## config.mk

```make
export PLATFORM = sky130hd
export DESIGN_NAME = flip_discs
export DESIGN_NICKNAME = d
export VERILOG_FILES = /design/src/rtl/reversi_pkg.sv /design/src/rtl/reversi_step.sv /design/src/rtl/flip_discs.sv
export SDC_FILE = /design/constraint.sdc
export NUM_CORES = 1
export LEC_CHECK = 0
export ABC_CLOCK_PERIOD_IN_PS = 7400
export BUFFER_PORTS_ARGS = -buffer_cell sky130_fd_sc_hd__buf_2
export CAP_MARGIN = 40
export CORE_ASPECT_RATIO = 0.7
export CORE_MARGIN = 2
export CORE_UTILIZATION = 56
export DETAILED_ROUTE_END_ITERATION = 10
export GPL_TIMING_DRIVEN = 0
export PLACE_DENSITY = 0.82
export RECOVER_POWER = 25
export SETUP_SLACK_MARGIN = 0.15
export SLEW_MARGIN = 20
export SYNTH_ARGS = -nofsm -noshare
export SYNTH_HDL_FRONTEND = slang
export SYNTH_SLANG_ARGS = --single-unit
```

## constraint.sdc

```tcl
create_clock -name clk -period 7.4 [get_ports clk]
set_clock_uncertainty 0.2 [all_clocks]
set_input_delay 0.74 -clock clk [delete_from_list [all_inputs] [get_ports clk]]
set_output_delay 0.74 -clock clk [all_outputs]
set_load 0.02 [all_outputs]
```

## src/rtl/reversi_pkg.sv

```systemverilog
// Shared reversi definitions: cell codes, direction/state enums, coordinates
// and the flat board cell-index helper.
package reversi_pkg;

  localparam logic [1:0] CELL_EMPTY = 2'b00;
  localparam logic [1:0] CELL_BLACK = 2'b01;
  localparam logic [1:0] CELL_WHITE = 2'b10;

  localparam logic [2:0] MAX_STEPS = 3'd6;

  typedef logic [2:0] coord_t;

  typedef enum logic [2:0] {
    DIR_N, DIR_NE, DIR_E, DIR_SE, DIR_S, DIR_SW, DIR_W, DIR_NW
  } dir_t;

  typedef enum logic [2:0] {
    S_IDLE, S_PLACE, S_SEL, S_WALK, S_DONE
  } state_t;

  // Row-major cell number 8y+x.
  function automatic logic [5:0] cell_idx(input coord_t cx, input coord_t cy);
    return {cy, cx};
  endfunction

endpackage

```

## src/rtl/reversi_step.sv

```systemverilog
// One-cell neighbour computation in a given direction, flagging moves that
// leave the 8x8 board.
module reversi_step
  import reversi_pkg::*;
(
  input  coord_t x,
  input  coord_t y,
  input  dir_t   dir,
  output coord_t nx,
  output coord_t ny,
  output logic   off_board
);

  logic [3:0] xs;
  logic [3:0] ys;

  // One extra bit catches both -1 (4'hF) and 8 as off-board.
  always_comb begin
    xs = {1'b0, x};
    ys = {1'b0, y};
    case (dir)
      DIR_N:  begin                        ys = {1'b0, y} - 4'd1; end
      DIR_NE: begin xs = {1'b0, x} + 4'd1; ys = {1'b0, y} - 4'd1; end
      DIR_E:  begin xs = {1'b0, x} + 4'd1;                        end
      DIR_SE: begin xs = {1'b0, x} + 4'd1; ys = {1'b0, y} + 4'd1; end
      DIR_S:  begin                        ys = {1'b0, y} + 4'd1; end
      DIR_SW: begin xs = {1'b0, x} - 4'd1; ys = {1'b0, y} + 4'd1; end
      DIR_W:  begin xs = {1'b0, x} - 4'd1;                        end
      DIR_NW: begin xs = {1'b0, x} - 4'd1; ys = {1'b0, y} - 4'd1; end
      default: begin xs = {1'b0, x}; ys = {1'b0, y}; end
    endcase
  end

  assign nx        = xs[2:0];
  assign ny        = ys[2:0];
  assign off_board = xs[3] | ys[3];

endmodule

```

## src/rtl/flip_discs.sv

```systemverilog
// Move-commit stage: places the mover's disc, then walks each flagged
// direction one cell per clock flipping discs up to that direction's end point.
module flip_discs
  import reversi_pkg::*;
(
  input  logic         clk,
  input  logic         reset,
  input  logic         start,
  input  logic [2:0]   x,
  input  logic [2:0]   y,
  input  logic         player_black,
  input  logic [7:0]   valid,
  input  logic [47:0]  end_points,
  input  logic [127:0] board_in,
  output logic [127:0] board_out,
  output logic         busy,
  output logic         done,
  output logic         illegal,
  output logic         err,
  output logic [4:0]   flip_count
);

  state_t      state_reg;
  coord_t      x_reg, y_reg;
  coord_t      cur_x_reg, cur_y_reg;
  logic [1:0]  code_reg;
  logic [7:0]  mask_reg;
  logic [47:0] end_reg;
  dir_t        dir_reg;
  logic [2:0]  step_reg;

  logic [5:0]  ep_arr [8];

  genvar gi;
  generate
    for (gi = 0; gi < 8; gi++) begin : g_ep
      assign ep_arr[gi] = end_reg[6*gi +: 6];
    end
  endgenerate

  // Lowest-numbered remaining direction wins.
  dir_t sel_dir;
  logic sel_any;
  always_comb begin
    sel_dir = DIR_N;
    sel_any = 1'b0;
    for (int i = 7; i >= 0; i--) begin
      if (mask_reg[i]) begin
        sel_dir = dir_t'(i[2:0]);
        sel_any = 1'b1;
      end
    end
  end

  coord_t nx, ny;
  logic   off_board;

  reversi_step u_step (
    .x         (cur_x_reg),
    .y         (cur_y_reg),
    .dir       (dir_reg),
    .nx        (nx),
    .ny        (ny),
    .off_board (off_board)
  );

  // A wrapped off-board coordinate must never be mistaken for the end point.
  logic at_end;
  assign at_end = !off_board && ({nx, ny} == ep_arr[dir_reg]);

  always_ff @(posedge clk or posedge reset) begin
    if (reset) begin
      state_reg  <= S_IDLE;
      board_out  <= '0;
      busy       <= 1'b0;
      done       <= 1'b0;
      illegal    <= 1'b0;
      err        <= 1'b0;
      flip_count <= '0;
      x_reg      <= '0;
      y_reg      <= '0;
      cur_x_reg  <= '0;
      cur_y_reg  <= '0;
      code_reg   <= CELL_BLACK;
      mask_reg   <= '0;
      end_reg    <= '0;
      dir_reg    <= DIR_N;
      step_reg   <= '0;
    end else begin
      done <= 1'b0;
      case (state_reg)
        S_IDLE: begin
          if (start) begin
            x_reg      <= x;
            y_reg      <= y;
            code_reg   <= player_black ? CELL_BLACK : CELL_WHITE;
            mask_reg   <= valid;
            end_reg    <= end_points;
            board_out  <= board_in;
            flip_count <= '0;
            err        <= 1'b0;
            busy       <= 1'b1;
            illegal    <= (valid == 8'd0);
            if (valid == 8'd0) begin
              done      <= 1'b1;
              state_reg <= S_DONE;
            end else begin
              state_reg <= S_PLACE;
            end
          end
        end
        S_PLACE: begin
          board_out[{cell_idx(x_reg, y_reg), 1'b0} +: 2] <= code_reg;
          state_reg <= S_SEL;
        end
        S_SEL: begin
          if (sel_any) begin
            mask_reg  <= mask_reg & ~(8'd1 << sel_dir);
            dir_reg   <= sel_dir;
            cur_x_reg <= x_reg;
            cur_y_reg <= y_reg;
            step_reg  <= '0;
            state_reg <= S_WALK;
          end else begin
            done      <= 1'b1;
            state_reg <= S_DONE;
          end
        end
        S_WALK: begin
          if (at_end) begin
            state_reg <= S_SEL;
          end else if (off_board || step_reg == MAX_STEPS) begin
            err       <= 1'b1;
            state_reg <= S_SEL;
          end else begin
            board_out[{cell_idx(nx, ny), 1'b0} +: 2] <= code_reg;
            cur_x_reg  <= nx;
            cur_y_reg  <= ny;
            flip_count <= flip_count + 5'd1;
            step_reg   <= step_reg + 3'd1;
          end
        end
        S_DONE: begin
          busy      <= 1'b0;
          state_reg <= S_IDLE;
        end
        default: state_reg <= S_IDLE;
      endcase
    end
  end

endmodule

```

After elaboration in Yosys (flattened, before gate mapping)
Index checks and enable logic that the tools add are counted.
{"block": "totals", "reg_bits": 216, "output_inout_bits": 137, "input_bits": 194}
{"block": "classes", "add_sub_neg": 8, "n_eq_ne": 19, "muxes": 63, "n_reduce_logical": 24, "magnitude_cmp": 1, "n_bitwise": 4, "n_shift": 5}
{"op": "$mux W128", "count": 3}
{"op": "$pmux W128 S3", "count": 1}
{"op": "$bwmux W128", "count": 2}
{"op": "$shift A2 B9 Y128 const A", "count": 2}
{"op": "$shiftx A2 B9 Y128", "count": 2}
{"op": "$mux W3", "count": 22}
{"op": "$bmux W6 S3", "count": 1}
{"op": "$eq A3 B3 Y1 const B", "count": 6}
{"op": "$neg A7 Y9", "count": 2}
{"op": "$pmux W3 S2", "count": 3}
{"op": "$mux W8", "count": 2}
{"op": "$pmux W4 S2", "count": 2}
{"op": "$pmux W8 S2", "count": 1}
{"op": "$reduce_and A4 Y1", "count": 4}
{"op": "$mux W1", "count": 15}
{"op": "$mux W5", "count": 3}
{"op": "$eq A3 B2 Y1 const B", "count": 4}
{"op": "$mux W6", "count": 2}
{"op": "$pmux W3 S4", "count": 1}
{"op": "$reduce_or A3 Y1", "count": 4}
{"op": "$ne A2 B2 Y1 const B", "count": 5}
{"op": "$pmux W5 S2", "count": 1}
{"op": "$add A3 B1 Y4 const B", "count": 2}
{"op": "$and A8 B8 Y8", "count": 1}
{"op": "other kinds (22)", "count": 33}

Depth between registers and ports, before layout
{"block": "logic_depth", "ltp_word": 13, "depth_mapped": 16, "ltp_nobuf": 12}

Modules after synthesis
A second synthesis with hierarchy kept.
{"block": "hier_totals", "hier_cells": 1715, "area_unflattened_um2": 14295.0}
{"module": "flip_discs", "area_per_inst_um2": 13974.7, "cells_each": 1672, "n_inst": 1, "seq_area_each_um2": 5406.4}
{"module": "reversi_step", "area_per_inst_um2": 320.3, "cells_each": 43, "n_inst": 1, "seq_area_each_um2": 0.0}

Worst setup path after synthesis
No wires, ideal clock.
{"block": "synth_timing", "kind": "flip-flop to flip-flop", "from": "register dir_reg[1]", "to": "register board_out[29]", "arrival_time_ps": 3492, "required_time_ps": 7122, "synth_period_minus_slack_ps": 3771, "path_slack_ps": 3629, "path_stages_with_launch": 15, "setup_ps": 78, "n_path_buf": 3, "cell_sequence": "dfrtp_1 -> buf_6 -> or2_1 -> buf_2 -> and2_4 -> fa_1 -> mux2i_1 -> ha_1 -> clkbuf_1 -> xnor2_1 -> a2111oi_4 -> nand3_1 -> o32ai_1 -> a21oi_1 -> o2bb2ai_1"}
{"block": "synth_via", "elab_chain_cells": 9, "word_cells_on_any_way": 33}
{"item": "from (decl)", "line": "flip_discs.sv:29", "rtl": "dir_t dir_reg;"}
{"item": "from (signal assigned)", "line": "flip_discs.sv:119", "rtl": "dir_reg <= sel_dir;"}
{"item": "$eq A3 B3 Y1 (tied with other cells)", "line": "reversi_step.sv:21", "rtl": "case (dir)"}
{"item": "$reduce_or A3 Y1 (no source line)"}
{"item": "$pmux W4 S2", "line": "reversi_step.sv:21"}
{"item": "$neg A7 Y9", "line": "flip_discs.sv:136", "rtl": "board_out[{cell_idx(nx, ny), 1'b0} +: 2] <= code_reg;"}
{"item": "$shiftx A2 B9 Y128 or $shift A2 B9 Y128 (tied branches)", "line": "flip_discs.sv:136"}
{"item": "$bwmux W128", "line": "flip_discs.sv:136"}
{"item": "$mux W128", "line": "flip_discs.sv:132", "rtl": "end else if (off_board || step_reg == MAX_STEPS) begin"}
{"item": "$mux W128", "line": "flip_discs.sv:130", "rtl": "if (at_end) begin"}
{"item": "$pmux W128 S3", "line": "flip_discs.sv:91", "rtl": "case (state_reg)"}
{"item": "to (signal assigned)", "line": "flip_discs.sv:99", "rtl": "board_out <= board_in;"}
{"item": "to (signal, indexed assignment)", "line": "flip_discs.sv:113", "rtl": "board_out[{cell_idx(x_reg, y_reg), 1'b0} +: 2] <= code_reg;"}
{"item": "to (signal, indexed assignment)", "line": "flip_discs.sv:136"}
{"item": "to (decl)", "line": "flip_discs.sv:15", "rtl": "output logic [127:0] board_out,"}
Parallel ways exist; a longest one is shown, timed or not. The select of a mux whose other input is x is not followed.
A chain may end at the register's enable or synchronous reset.

Worst setup path after layout
{"block": "layout_timing", "from": "register dir_reg[0]", "to": "register board_out[24]"}
The elaborated chain is that of the path after synthesis.

==> metrics.md <==
| Metric | Value |
|---|---|
| Clock Sinks | 216 |
| Resized Gates After CTS | 0 |
| Worst endpoint data arrival time | 5.42 ns |
| Area contributors post-synth | dfrtp_1, nand2_1, mux2i_1, o2bb2ai_1, a21oi_1 |
| Die footprint | 27400 um2 |
| Number of synthesis warnings | 0 |
| Vias in the first global route | 17055 |
| Register area share after synthesis | 0.370 |
| Number of synthesized flops with an enable pin | 0 |
| Endpoints failing hold | 0 |
| Total core area | 25600 um2 |
| Critical path, cell by cell | or2_1, buf_2, and2_4, fa_1, mux2i_1, ha_1, clkbuf_1, a22o_1, clkbuf_1, nand4_1, o22ai_1, a21oi_1, o2bb2ai_1 |
| Adder-cell share of the synthesized area | 0.0147 |
| Data required time of the critical path | 7.67 ns |
| Register-to-Register Setup Slack | 2.25 ns |
| Area fraction of the dominant cell type after synthesis | 0.368 |
| Unrepaired setup endpoints after global routing | false |
| Worst slack on hold paths | 0.169 ns |
| Maximum frequency from static timing analysis | 194 MHz |
| DRC violation count after routing | 0 |
| Largest area contributor in the netlist | dfrtp_1 |
| Number of different library cells in the post-synthesis netlist | 76 |
| Count of fill cells added during filler insertion | 2064 |
| Worst Tran Pin Value | 2.55 ns |
| CTS buffer count | 23 |
| Clock latency at the later pin of the worst-skew pair | 0.56 ns |
| Post-CTS Hold Fix Bufs | 0 |
| Final clock period utilization by the worst path | 0.696 |
| Relative slew slack | -0.700 |
| RePlAce Congestion | 1.08 |
| Delay of the slowest critical-path stage | 0.69 ns |
| Clock buffer depth | 3 |
| Post-detailed-routing wire length | 73900 um |
| Number of setup violations in the final report | 0 |
| Highest-delay cell along the critical path | clkbuf_1 |
| Cell count after synthesis | 1715 |
| Multi-input gate area | 8540 um2 |
| Largest net degree at the start of global routing | 105 |
| Top post-synthesis cells by count | nand2_1, dfrtp_1, o2bb2ai_1, mux2i_1, nor2_1 |
| First-pass GRT wire length | 106000 um |
| Ant diodes | 0 |
| Avg Vias per Cell | 7.35 |
| Category of cells accounting for the largest share of critical-path delay | buffers and inverters |
| Count of buffer and inverter cells on the critical path | 3 |
| H-tree depth reported by CTS | 1 |
| Simple-gate area share of the yosys netlist | 0.198 |
| Remaining Overflow, GRT | 0 |
| Final critical-path required period | 5.15 ns |
| Post-CTS setup-driven buffer insertion count | 0 |
| Kind of end point of the critical path | flip-flop |
| Number of antenna violations at the first check in global routing | 2 |
| Post-detailed-route count of antenna-violating nets | 0 |
| Flip-flop and latch area | 5410 um2 |
| Combined area of all synthesized cells | 14600 um2 |
| Global-route usage over all layers | 0.522 |
| Cell occurring most often along the worst timing path | clkbuf_1 |
| Final net count | 2303 |
| Max Cap Viol | 2 |
| Register bit total from synthesis | 216 |
| HPWL Detailed | 55200 um |
| Flip-flop count of the largest register after layout | 128 |
| Area growth from synthesis to final layout | 21.2% |
| Worst-path fanout max | 10 |
| Class of the tightest hold or removal check | in -> reg |
| Flip-flop cell with the highest count after synthesis | dfrtp_1 |
| Dominant combinational cell family by area after synthesis | compound AO/OA/AOI/OAI gates |
| Synthesized netlist net count | 1925 |
| Routed wirelength normalized by instance count | 30.3 um |
| Violations in the final reports | max-capacitance violations, max-slew violations |
| Compound-gate portion of the synthesized area | 0.246 |
| Async set or reset register ratio after synthesis | 1.00 |
| Vertical extent of the die | 139 um |
| Fin. max-slew vios | 150 |
| Fraction of final layout cells sized beyond drive strength 1 | 0.236 |
| Xor/xnor cell area share of the yosys netlist | 0.0101 |
| Average footprint of a synthesized cell | 8.52 um2 |
| Standard-cell rows | 49 |
| Portion of netlist area occupied by mux cells | 0.115 |
| IO Port Bufs | 330 |
| Boundary Pins | 331 |
| Startpoint class of the critical path | flip-flop |
| Type of the worst setup path | reg -> reg |
| Clock root buffer | clkbuf_16 |
| Die width | 197 um |
| Library cell with the highest instance count after synthesis | nand2_1 |
| Vias | 17924 |
| Register clock-pin slew on the reported worst setup and hold paths | 0.07 ns |
| Initial DRT Pass Iterations | 9 |
| Count of routing violations after the opening detailed-route iteration | 2882 |
| Outcome | complete, but fails checks |
| Initial standard-cell utilization of the core | 0.570 |
| TritonCTS clock tree | done |
## path summary, 6_finish.rpt
| kind | from | cells past startpoint | end |
|---|---|---|---|
| max | dir_reg[0]$_DFFE_PP0P_ | 13 | board_out[24]$_DFFE_PP0P_ |
| min | end_points[33] | 3 | end_reg[33]$_DFFE_PP0P_ |
| max reg2reg | dir_reg[0]$_DFFE_PP0P_ | 13 | board_out[24]$_DFFE_PP0P_ |
| min reg2reg | end_reg[31]$_DFFE_PP0P_ | 2 | end_reg[31]$_DFFE_PP0P_ |
| max in group asynchronous | reset | 3 | mask_reg[6]$_DFFE_PP0P_ |
| min in group asynchronous | reset | 2 | board_out[74]$_DFFE_PP0P_ |
## kinds of logic (layout without fill, tap and decap cells)
family / Yosys count / after routing
buffers and inverters: 156 / 550
AO/OA/AOI/OAI: 495 / 495
AND/OR/NAND/NOR: 658 / 658
flip-flops: 216 / 216
XOR/XNOR: 16 / 16
multiplexers: 158 / 158
adder cells (fa/ha/maj): 16 / 16
## worst register-to-register path, cell delays in order (launching register included)
cell       delay, ns
dfrtp_1         0.49
or2_1           0.26
buf_2           0.19
and2_4          0.20
fa_1            0.51
mux2i_1         0.34
ha_1            0.31
clkbuf_1        0.39
a22o_1          0.37
clkbuf_1        0.69
nand4_1         0.53
o22ai_1         0.32
a21oi_1         0.09
o2bb2ai_1       0.17
## placed cells by master (no fill, tap or decap), types with 15 or more instances in the layout
cell type / instances
nand4_1: 16
nor3_1: 33
mux2i_1: 110
o22ai_1: 54
clkbuf_1: 97
o2bb2ai_1: 125
nand2_1: 345
a21oi_1: 99
mux2_2: 40
dfrtp_1: 215
buf_2: 348
o32ai_1: 25
nand3_1: 72
nor2_1: 107
buf_4: 15
inv_1: 18
clkbuf_16: 23
o21ai_0: 80
a221oi_1: 51
nor4_1: 20
## metal layers
metal  part of all wire  track usage
met5            0.00014            0
met4              0.061        0.258
met3               0.18        0.229
met2               0.38        0.696
met1               0.37        0.716
## stage by stage
| step | cells | cell area [um2] | setup WS, ns | setup TNS, ns | utilization |
|---|---|---|---|---|---|
| floorplan | 1715 | 14600 | 0.554 | 0 | - |
| global route | 2440 | 17700 | 2.22 | 0 | 0.691 |
| detailed placement | 2387 | 16800 | 2.42 | 0 | 0.656 |
| finish | 2440 | 17700 | 2.25 | 0 | 0.691 |
| global placement | 2376 | 16700 | -1.94 | -411.45 | 0.650 |
| CTS | 2428 | 17600 | 2.37 | 0 | 0.687 |
## cell type report
cell class,count,share of cell area
multi-input cells,1343,0.483
flip-flops and latches,216,0.306
clock buffers,29,0.0361
repair buffers,353,0.106
clock inverters,12,0.00841
plain buffers,136,0.0331
inverters,20,0.00431
well taps,331,0.0234
Power is left out: the tool's default activity adds up to more than one toggle a clock period on the data nets, which glitch-free logic cannot reach.
